===== config.mk =====
export PLATFORM = sky130hd
export DESIGN_NAME = fetdriver_ls_sequencer
export DESIGN_NICKNAME = d
export VERILOG_FILES = /design/src/rtl/fetdriver_ls_seq_pkg.sv /design/src/rtl/fetdriver_ls_seq_timer.sv /design/src/rtl/fetdriver_ls_sequencer.sv
export SDC_FILE = /design/constraint.sdc
export NUM_CORES = 1
export LEC_CHECK = 0
export CORE_ASPECT_RATIO = 0.9
export CORE_UTILIZATION = 45
export CTS_CLUSTER_SIZE = 30
export DETAILED_ROUTE_END_ITERATION = 12
export GPL_TIMING_DRIVEN = 0
export PLACE_DENSITY_LB_ADDON = 0.25
export SLEW_MARGIN = 20
export SYNTH_ARGS = -nofsm -noshare
export SYNTH_HDL_FRONTEND = slang
export SYNTH_HIERARCHICAL = 1
export SYNTH_SLANG_ARGS = --single-unit

===== constraint.sdc =====
create_clock -name clk -period 2.6 [get_ports clk]
set_input_delay 0.65 -clock clk [delete_from_list [all_inputs] [get_ports clk]]
set_output_delay 0.65 -clock clk [all_outputs]
set_load 0.02 [all_outputs]

===== src/rtl/fetdriver_ls_seq_pkg.sv =====
// Shared types and constants for the FET-driver logic-shifter sequencer.
package fetdriver_ls_seq_pkg;

  localparam int unsigned LS_W     = 2;
  localparam int unsigned LS_TOPSW = 0;
  localparam int unsigned LS_ROFF  = 1;

  typedef enum logic [2:0] {
    OFF,
    WAKE,
    IDLE,
    SOFT,
    FULL,
    DRAIN,
    DEAD,
    FAULT
  } ls_state_e;

endpackage


===== src/rtl/fetdriver_ls_seq_timer.sv =====
// Loadable down-counter that parks at zero; zero flag is registered with the count.
module fetdriver_ls_seq_timer #(
  parameter int unsigned CNT_W = 8
) (
  input  logic             clk,
  input  logic             resetn,
  input  logic             load,
  input  logic [CNT_W-1:0] value,
  output logic             zero
);

  logic [CNT_W-1:0] count;
  logic [CNT_W-1:0] count_d;

  always_comb begin
    count_d = count;
    if (load) begin
      count_d = value;
    end else if (!zero) begin
      count_d = count - CNT_W'(1);
    end
  end

  always_ff @(posedge clk or negedge resetn) begin
    if (!resetn) begin
      count <= '0;
      zero  <= 1'b1;
    end else begin
      count <= count_d;
      zero  <= (count_d == '0);
    end
  end

endmodule


===== src/rtl/fetdriver_ls_sequencer.sv =====
// Wakes the low-to-high logic shifter and stages PWM requests into
// top-switch / Roff-adjust commands with Roff delay, dead-time and sticky fault.
module fetdriver_ls_sequencer
  import fetdriver_ls_seq_pkg::*;
#(
  parameter int unsigned WAKE_CYCLES = 16,
  parameter int unsigned ROFF_DELAY  = 4,
  parameter int unsigned DEADTIME    = 3,
  parameter int unsigned CNT_W       = 8
) (
  input  logic            clk,
  input  logic            resetn,
  input  logic            drv_enable,
  input  logic            pwm_req,
  input  logic            fault,
  output logic [LS_W-1:0] ls_in,
  output logic            ls_enable,
  output logic            ready,
  output logic            fault_latched
);

  localparam logic [63:0] CNT_SPAN = 64'd1 << CNT_W;

  if (WAKE_CYCLES == 0 || 64'(WAKE_CYCLES) > CNT_SPAN) begin : g_bad_wake
    $error("WAKE_CYCLES out of range");
  end
  if (ROFF_DELAY == 0 || 64'(ROFF_DELAY) > CNT_SPAN) begin : g_bad_roff
    $error("ROFF_DELAY out of range");
  end
  if (DEADTIME == 0 || 64'(DEADTIME) > CNT_SPAN) begin : g_bad_dead
    $error("DEADTIME out of range");
  end

  localparam logic [CNT_W-1:0] WAKE_LD = CNT_W'(WAKE_CYCLES - 1);
  localparam logic [CNT_W-1:0] ROFF_LD = CNT_W'(ROFF_DELAY - 1);
  localparam logic [CNT_W-1:0] DEAD_LD = CNT_W'(DEADTIME - 1);

  ls_state_e        state;
  ls_state_e        state_d;
  logic             tmr_load;
  logic [CNT_W-1:0] tmr_value;
  logic             tmr_zero;
  logic [LS_W-1:0]  ls_in_d;
  logic             ls_enable_d;
  logic             ready_d;
  logic             fault_latched_d;

  fetdriver_ls_seq_timer #(
    .CNT_W (CNT_W)
  ) u_timer (
    .clk    (clk),
    .resetn (resetn),
    .load   (tmr_load),
    .value  (tmr_value),
    .zero   (tmr_zero)
  );

  always_ff @(posedge clk or negedge resetn) begin
    if (!resetn) begin
      state <= OFF;
    end else begin
      state <= state_d;
    end
  end

  // Next state and timer loads; enable drop beats fault, fault beats normal flow.
  always_comb begin
    state_d   = state;
    tmr_load  = 1'b0;
    tmr_value = '0;
    if (!drv_enable) begin
      state_d = OFF;
    end else if (fault && state != OFF) begin
      state_d = FAULT;
    end else begin
      unique case (state)
        OFF: begin
          state_d   = WAKE;
          tmr_load  = 1'b1;
          tmr_value = WAKE_LD;
        end
        WAKE: if (tmr_zero) state_d = IDLE;
        IDLE: begin
          if (pwm_req) begin
            state_d   = SOFT;
            tmr_load  = 1'b1;
            tmr_value = ROFF_LD;
          end
        end
        SOFT: begin
          if (!pwm_req) begin
            state_d   = DEAD;
            tmr_load  = 1'b1;
            tmr_value = DEAD_LD;
          end else if (tmr_zero) begin
            state_d = FULL;
          end
        end
        FULL: begin
          if (!pwm_req) begin
            state_d   = DRAIN;
            tmr_load  = 1'b1;
            tmr_value = ROFF_LD;
          end
        end
        DRAIN: begin
          if (tmr_zero) begin
            state_d   = DEAD;
            tmr_load  = 1'b1;
            tmr_value = DEAD_LD;
          end
        end
        DEAD:    if (tmr_zero) state_d = IDLE;
        FAULT:   state_d = FAULT;
        default: state_d = OFF;
      endcase
    end
  end

  // Outputs decoded from the next state so the flops present them one edge later.
  always_comb begin
    ls_in_d         = '0;
    ls_enable_d     = (state_d != OFF);
    ready_d         = (state_d == IDLE);
    fault_latched_d = (state_d == FAULT);
    case (state_d)
      SOFT, DRAIN: ls_in_d[LS_TOPSW] = 1'b1;
      FULL: begin
        ls_in_d[LS_TOPSW] = 1'b1;
        ls_in_d[LS_ROFF]  = 1'b1;
      end
      default: ls_in_d = '0;
    endcase
  end

  always_ff @(posedge clk or negedge resetn) begin
    if (!resetn) begin
      ls_in         <= '0;
      ls_enable     <= 1'b0;
      ready         <= 1'b0;
      fault_latched <= 1'b0;
    end else begin
      ls_in         <= ls_in_d;
      ls_enable     <= ls_enable_d;
      ready         <= ready_d;
      fault_latched <= fault_latched_d;
    end
  end

endmodule

# After elaboration in Yosys (flattened, before gate mapping)

Index checks and enable logic that the tools add are counted.

Flip-flop bits (word level): 17
Output and inout port bits: 5
Word-level logic and storage cells: 54

Add/subtract/negate cells: 1
Equal/unequal tests: 12
Mux-type cells: 26
Reduce and logical (&&, ||, !) cells: 8

Operators by type and width:

| cell                | count |
|---|---|
| $mux 3              | 8 |
| $eq 3x3->1 const B  | 7 |
| $pmux 3 s7          | 1 |
| $pmux 4 s5          | 1 |
| $mux 8              | 2 |
| $eq 3x2->1 const B  | 4 |
| $logic_not 8->1     | 1 |
| $mux 2              | 4 |
| $mux 4              | 2 |
| $sub 8x1->8 const B | 1 |
| $mux 1              | 7 |
| $reduce_bool 3->1   | 2 |
| $pmux 1 s4          | 1 |
| $reduce_or 2->1     | 2 |
| $eq 3x1->1 const B  | 1 |
| $logic_not 3->1     | 1 |
| $reduce_or 3->1     | 1 |
| $logic_and 1x1->1   | 1 |

# Logic depth before layout (Yosys ltp)

Gate-level depths: netlist of the first run.

Word-level depth: 8
Mapped depth: 11

# By module

Netlist of the first run, hierarchy kept.

By module, submodules not included:

| module                 | times used | cells each | area each (sq um) |
|---|---|---|---|
| fetdriver_ls_seq_timer | 1          | 54         | 586.8 |
| fetdriver_ls_sequencer | 1          | 52         | 486.7 |

# Least setup slack after synthesis of the first run

No wires, ideal clock.

Path type: input to register
From: input port pwm_req
To: register u_timer.zero
Setup time: 0.090 ns
Arrival time: 2.093 ns
Data required time: 2.510 ns
Path slack: 0.417 ns
Cell stages on the path: 8
Buffers on the path: 2
Path through: and2b_4 -> a21oi_1 -> o22ai_1 -> and3_1 -> clkbuf_4 -> buf_4 -> o32a_2 -> nor4_2

Longest elaborated chain between the ends: 6
Elaborated cells on any way between the ends: 13
Classes of those cells: mux: 12; reduce/logical: 1

RTL lines:

| element                          | line                                                                                      | source |
|---|---|---|
| start, declared                  | fetdriver_ls_sequencer.sv:14                                                              | `input logic pwm_req,` |
| $mux 1, on equally long branches | fetdriver_ls_sequencer.sv:91, fetdriver_ls_sequencer.sv:100, fetdriver_ls_sequencer.sv:84 |  |
| $pmux 1 s4 *                     | fetdriver_ls_sequencer.sv:76                                                              | `unique case (state)` |
| $mux 1 *                         | fetdriver_ls_sequencer.sv:73                                                              | `end else if (fault && state != OFF) begin` |
| $mux 1 *                         | fetdriver_ls_sequencer.sv:71                                                              | `if (!drv_enable) begin` |
| via tmr_load                     | fetdriver_ls_sequencer.sv:40                                                              | `logic tmr_load;` |
| $mux 8 *                         | fetdriver_ls_seq_timer.sv:17                                                              | `if (load) begin` |
| $logic_not 8->1 *                | fetdriver_ls_seq_timer.sv:30                                                              | `zero <= (count_d == '0);` |
| end signal, assigned             | fetdriver_ls_seq_timer.sv:30                                                              |  |
| end, declared                    | fetdriver_ls_seq_timer.sv:9                                                               | `output logic zero` |

The timed path passes the listed nets; every way through them passes the cells marked *.

# Final worst setup path of the first run

Same ends and word-level chain as after synthesis.

==> flow_metrics.tcl, run 1 <==
set metrics [dict create \
    portBuffers 8 \
    fin_crit_sh_pct 91.61 \
    synthCells 106 \
    antenna_cells 0 \
    crit_family "simple AND/OR/NAND/NOR gates" \
    post-route-drc-count 0 \
    cpPeakStageDelay_ps 410 \
    fill_cells 194 \
    path_cells "dlygate4sd2_1 > and2b_4 > a21oi_1 > o22ai_1 > and3_1 > clkbuf_4 > buf_4 > o32a_2 > nor4_2" \
    max_slew_margin_pct 47.34 \
    synthesis.area_um2 1074 \
    crit_path_start_kind "input port" \
    maxSlewViolCount 0 \
    wl_per_cell_um 14.04 \
    grt_pass1_vias 771 \
    detail_route.vias_per_cell 5.573 \
    core_area_um2 2222 \
    max_freq_mhz 419.8 \
    worstMarginPinSlew_ps 787.4 \
    cts_buffers 3 \
    finClkSkew_ps 5.503 \
    synth_fa_ha_area_share_pct 1.166 \
    antenna_found_initial 0 \
    drt_iter0_drc 15 \
    placed_cells 146 \
    h-tree-depth 1 \
    synth_top_area_share_pct 37.30 \
    synth-compound-area-share_pct 14.45 \
    die_y_um 48.34 \
    synth_commonest_cells "dfrtp_1 (16), nor2_1 (8), nand2_1 (5)" \
    syn_to_final_growth_pct 15.03 \
    grt_max_degree 18 \
    endpoint_kind "flip-flop" \
    start_util_pct 48.31 \
    clock_path_buffers 2 \
    cts_tree "yes" \
    rsz0062_at_grt "false" \
    path_buf_inv 3 \
    nets 130 \
    cts_root_buf "clkbuf_4" \
    hold_class "flip-flop to flip-flop" \
    maxCapViolCount 0 \
    synth_area_leaders "dfrtp_1 (37%), mux2_2 (4.2%), xor2_1 (3.3%)" \
    routed_wl_um 2106 \
    ioPinCount 10 \
    yosysSeqAreaShare_pct 39.74 \
    synth.most_common_cell "dfrtp_1" \
    finalHoldViolations 0 \
    grtUsageTotal_pct 19.49 \
    ys_ff_latch 17 \
    muxShareOfSynthArea_pct 4.196 \
    drtPass1Iterations 6 \
    synth.distinct_cells 50 \
    ant_nets 0 \
    finalCriticalPeriod_ps 2382 \
    synth_top_flop_cell "dfrtp_1" \
    crit_required_ps 2810 \
    grt_pass1_wl_um 3615 \
    synth_top_family_by_area "simple AND/OR/NAND/NOR gates" \
    final_cells 150 \
    crit_slowest_cell "o32a_2" \
    synth_edf_count 0 \
    status "finished, final reports clean" \
    grt-ovfl-total 0 \
    synth_simple_gate_area_share_pct 30.30 \
    row_count 16 \
    async_reset_ff_share_pct 100.0 \
    yosys.area.top_type "dfrtp_1" \
    gp_congestion 0.8572 \
    clock_latency_ps 300 \
    path_class "input port to flip-flop" \
    clock-sinks 17 \
    peakVddDrop_mv 0.5215 \
    ys_warn_count 6 \
    clk_pin_slew_worst_paths_ps 100 \
    dp_hpwl_um 1485 \
    setup_viol 0 \
    vias 836 \
    die_w_um 53.49 \
    postCtsSetupBuffers 0 \
    avgSynthCellArea_um2 10.13 \
    synthXorXnorAreaFrac_pct 4.895 \
    dieArea_um2 2585 \
    power_uw 1023 \
    crit_fanout 10 \
    power-per-cell-area_nw_per_um2 828.0 \
    layout-drive-gt1-share_pct 21.14 \
    p_leak_uw 0.0005293 \
    worstPathArrival_ps 2590 \
]
==> area by class of cell <==
type                       count  area, µm²  area share, %
multi-input combinational     84      613.1          49.65
sequential                    17      426.7          34.55
timing repair buffer           8      78.83          6.383
buffer                         6      37.54          3.040
tap                           27      33.78          2.736
clock buffer                   3      22.52          1.824
inverter                       4      15.01          1.216
clock inverter                 1      7.507         0.6079
==> layout by cell type (no fill, tap or decap), drive strengths merged, types with 2 or more instances in the layout <==
cell type,count
a211o,2
a211oi,2
a21oi,4
and2,2
and2b,4
and3,2
buf,3
clkbuf,6
clkdlybuf4s50,7
conb,6
dfrtp,16
inv,4
mux2,4
nand2,5
nand2b,2
nand3,3
nor2,8
nor3,2
nor3b,4
nor4,4
nor4b,2
nor4bb,2
o21a,2
o22ai,2
or2b,3
xnor2,2
xor2,4
==> state kept, by name, summed over array words and instances (netlist names) <==
| register | cells |
|---|---|
| fault_latched | 1 |
| state | 3 |
| u_timer/count | 8 |
| u_timer/zero | 1 |
| ls_in | 2 |
| ls_enable | 1 |
| ready | 1 |
==> kinds of logic after synthesis <==
kind of cell / Yosys count
compound gates: 21
simple gates: 46
other cells: 1
buf+inv: 10
xor+xnor: 6
mux: 4
flops: 17
fa+ha+maj: 1
==> repair_timing <==
item / in CTS / in global routing
hold buffers: 0 / 0
resized for setup: 1 / 0
endpoints found under the setup margin: 1 / 0
endpoints found under the hold margin: 0 / 0
==> metrics by stage <==
| step | util, % | setup WS (ps) | area (µm²) | hold WS, ps | TNS, ps |
|---|---|---|---|---|---|
| finish | 55.57 | 218.1 | 1235 | 599.3 | 0 |
| CTS | 55.57 | 218.9 | 1235 | 610.5 | 0 |
| floorplan | - | 416.8 | 1092 | 354.4 | 0 |
| global route | 55.57 | 104.2 | 1235 | 657.6 | 0 |
| detailed placement | 54.28 | -366.9 | 1206 | 594.7 | -557.6 |
| global placement | 54.28 | -270.3 | 1206 | 577.4 | -324.0 |
==> per-layer routing <==
| metal | global-route usage (%) | up-vias | share of wire (%) | wire (µm) |
|---|---|---|---|---|
| met5 | 0 | - | 0 | 0 |
| met4 | 3.947 | 0 | 0.57 | 12 |
| met3 | 6.918 | 2 | 4.8 | 101 |
| met2 | 27.92 | 17 | 47 | 982 |
| met1 | 28.17 | 406 | 48 | 1008 |
| li1 | - | 411 | - | - |
==> worst register-to-register path: stages, from the launching register on <==
cell	delay, ps
dfrtp_1	490
and2b_4	220
a21oi_1	140
o22ai_1	100
and3_1	190
clkbuf_4	170
buf_4	180
o32a_2	410
nor4_2	240
==> power breakdown <==
| group | total, µW | internal, µW | switching, µW | leakage (µW) |
|---|---|---|---|---|
| Combinational | 439 | 227 | 212 | 0.000306 |
| Clock | 149 | 58.5 | 90.8 | 0.0000139 |
| Sequential | 434 | 340 | 94.1 | 0.000209 |
==> path summary, 6_finish.rpt <==
check | from | endpoint | slack (ps) | cells past startpoint
hold / removal | u_timer/count[7] | u_timer/count[7] | 600 | 3
setup reg to reg | state[1] | u_timer/zero | 380 | 8
hold reg to reg | u_timer/count[7] | u_timer/count[7] | 600 | 3
setup / recovery | pwm_req | u_timer/zero | 220 | 9
min in group asynchronous | resetn | ready | 800 | 1
max in group asynchronous | resetn | ls_in[0] | 1310 | 1
Note: power is estimated with default switching activity, not from simulation.
==> run 2, diff against run 1 <==
clock period = 2.1 ns   (was 2.6 ns; I/O delays follow)
==> run 2 against run 1 <==
  * Global-route usage is 2.2 points higher
  * Sequential power grew 25%
  * Hold slack improved by 36 ps
  * Largest power group unchanged
  * Final cell count is 7.3% higher
  * Via count rose by 7.9%
==> flow_metrics.tcl, run 2 (synthesis results as in run 1) <==
set metrics [dict create \
    row_count 16 \
    status "finished, final reports clean" \
    crit_path_start_kind "flip-flop" \
    maxCapViolCount 0 \
    grt_max_degree 18 \
    fin_crit_sh_pct 97.87 \
    final_common_cell "dfrtp_1" \
    grt_pass1_vias 845 \
    grt-ovfl-total 0 \
    max_slew_margin_pct 47.65 \
    rsz0062_at_grt "true" \
    finalCriticalPeriod_ps 2055 \
    fin_area_um2 1410 \
    clock_latency_ps 300 \
    p_leak_uw 0.0006060 \
    die_w_um 53.49 \
    core_area_um2 2222 \
    cts_root_buf "clkbuf_4" \
    gp_congestion 0.8572 \
    grt_pass1_wl_um 4029 \
    clk_pin_slew_worst_paths_ps 110 \
    ioPinCount 10 \
    dieArea_um2 2585 \
    maxSlewViolCount 0 \
    nets 141 \
    dp_hpwl_um 1485 \
    worstPathArrival_ps 2270 \
    endpoint_kind "flip-flop" \
    max_freq_mhz 486.5 \
    vias 902 \
    clock-sinks 17 \
    layout-drive-gt1-share_pct 35.82 \
    crit_required_ps 2320 \
    finClkSkew_ps 5.949 \
    detail_route.vias_per_cell 5.602 \
    drt_iter0_drc 24 \
    regMostFlops "u_timer/count" \
    top_regs "u_timer/count: 8 flops, state: 3 flops, ls_in: 2 flops" \
    h-tree-depth 1 \
    final.setup.worst_slack_ps 44.67 \
    ant_nets 0 \
    wl_per_cell_um 15.06 \
    post-route-drc-count 0 \
    portBuffers 8 \
    post-place-ws_ps -741.9 \
    cts_tree "yes" \
    antenna_found_initial 0 \
    finalHoldViolations 0 \
    routed_wl_um 2424 \
    peakVddDrop_mv 0.6920 \
    dpl_cell_area_um2 1206 \
    die_y_um 48.34 \
    hold_class "flip-flop to flip-flop" \
    crit_fanout 6 \
    clock_path_buffers 2 \
    largest_reg_flops 8 \
    cts_buffers 3 \
    grtUsageTotal_pct 21.73 \
    antenna_cells 0 \
    path_class "flip-flop to flip-flop" \
    mostFrequentLayoutCells "dfrtp_1 (15), buf_4 (9), nor2_1 (7), clkdlybuf4s50_1 (7), conb_1 (6)" \
    drtPass1Iterations 4 \
    worstMarginPinSlew_ps 782.8 \
    power-per-cell-area_nw_per_um2 1008 \
    syn_to_final_growth_pct 31.35 \
    fill_cells 168 \
    setup_viol 0 \
    start_util_pct 48.31 \
]
run 2: critical path, cell delays in order (launching register included):
cell and delay [ps]:
dfrtp_1 390, buf_6 130, or2_4 260, o22ai_4 150
and3_4 220, buf_8 110, or2b_2 290, o31a_1 140
nor4_4 280
run 2: where the power goes:
part           total [µW]  switching, µW  internal (µW)
logic                 688            323            365
clock network         190            118           72.6
registers             543            121            421
run 2: per-layer routing:
metal | global-route usage (%) | vias to the layer above | routed length (µm)
met5 | 0 | - | 0
met4 | 3.947 | 0 | 28
met3 | 6.918 | 5 | 97
met2 | 33.13 | 21 | 1163
met1 | 30.18 | 443 | 1133
li1 | - | 433 | -
run 2: final timing paths:
path	from	endpoint	slack (ps)	cells past startpoint
worst max-delay path	state[2]	u_timer/zero	40	8
worst min-delay path	u_timer/count[7]	u_timer/count[7]	640	3
worst max register to register	state[2]	u_timer/zero	40	8
worst min register to register	u_timer/count[7]	u_timer/count[7]	640	3
max in group asynchronous	resetn	state[1]	890	1
min in group asynchronous	resetn	ready	660	1
run 2: final cells by class:
type	instances	area (µm²)	area share (%)
Tap cell	27	33.78	2.396
Timing Repair Buffer	19	155.1	11.00
Multi-Input combinational cell	84	691.9	49.07
Clock buffer	3	22.52	1.597
Buffer	6	56.30	3.993
Inverter	4	15.01	1.065
Sequential cell	17	427.9	30.35
Clock inverter	1	7.507	0.5324
run 2: what timing repair did:
item                       in CTS  in global routing
setup buffers                   2                  7
gates cloned                    1                  1
hold buffers                    0                  0
pin swaps                       3                  6
gates resized for setup        12                 13
setup endpoints to repair       6                  1
run 2: metrics by stage:
stage | util (%) | hold slack, ps | TNS (ps) | total power (µW) | std cells
after floorplan | - | 229.4 | 0 | 951.6 | 111
after global placement | 54.28 | 577.4 | -3468 | 1050 | 146
after detailed placement | 54.28 | 594.7 | -3813 | 1078 | 146
after CTS | 58.67 | 627.1 | 0 | 1321 | 153
after global routing | 63.46 | 685.3 | -47.01 | 1517 | 161
final | 63.46 | 635.7 | 0 | 1421 | 161
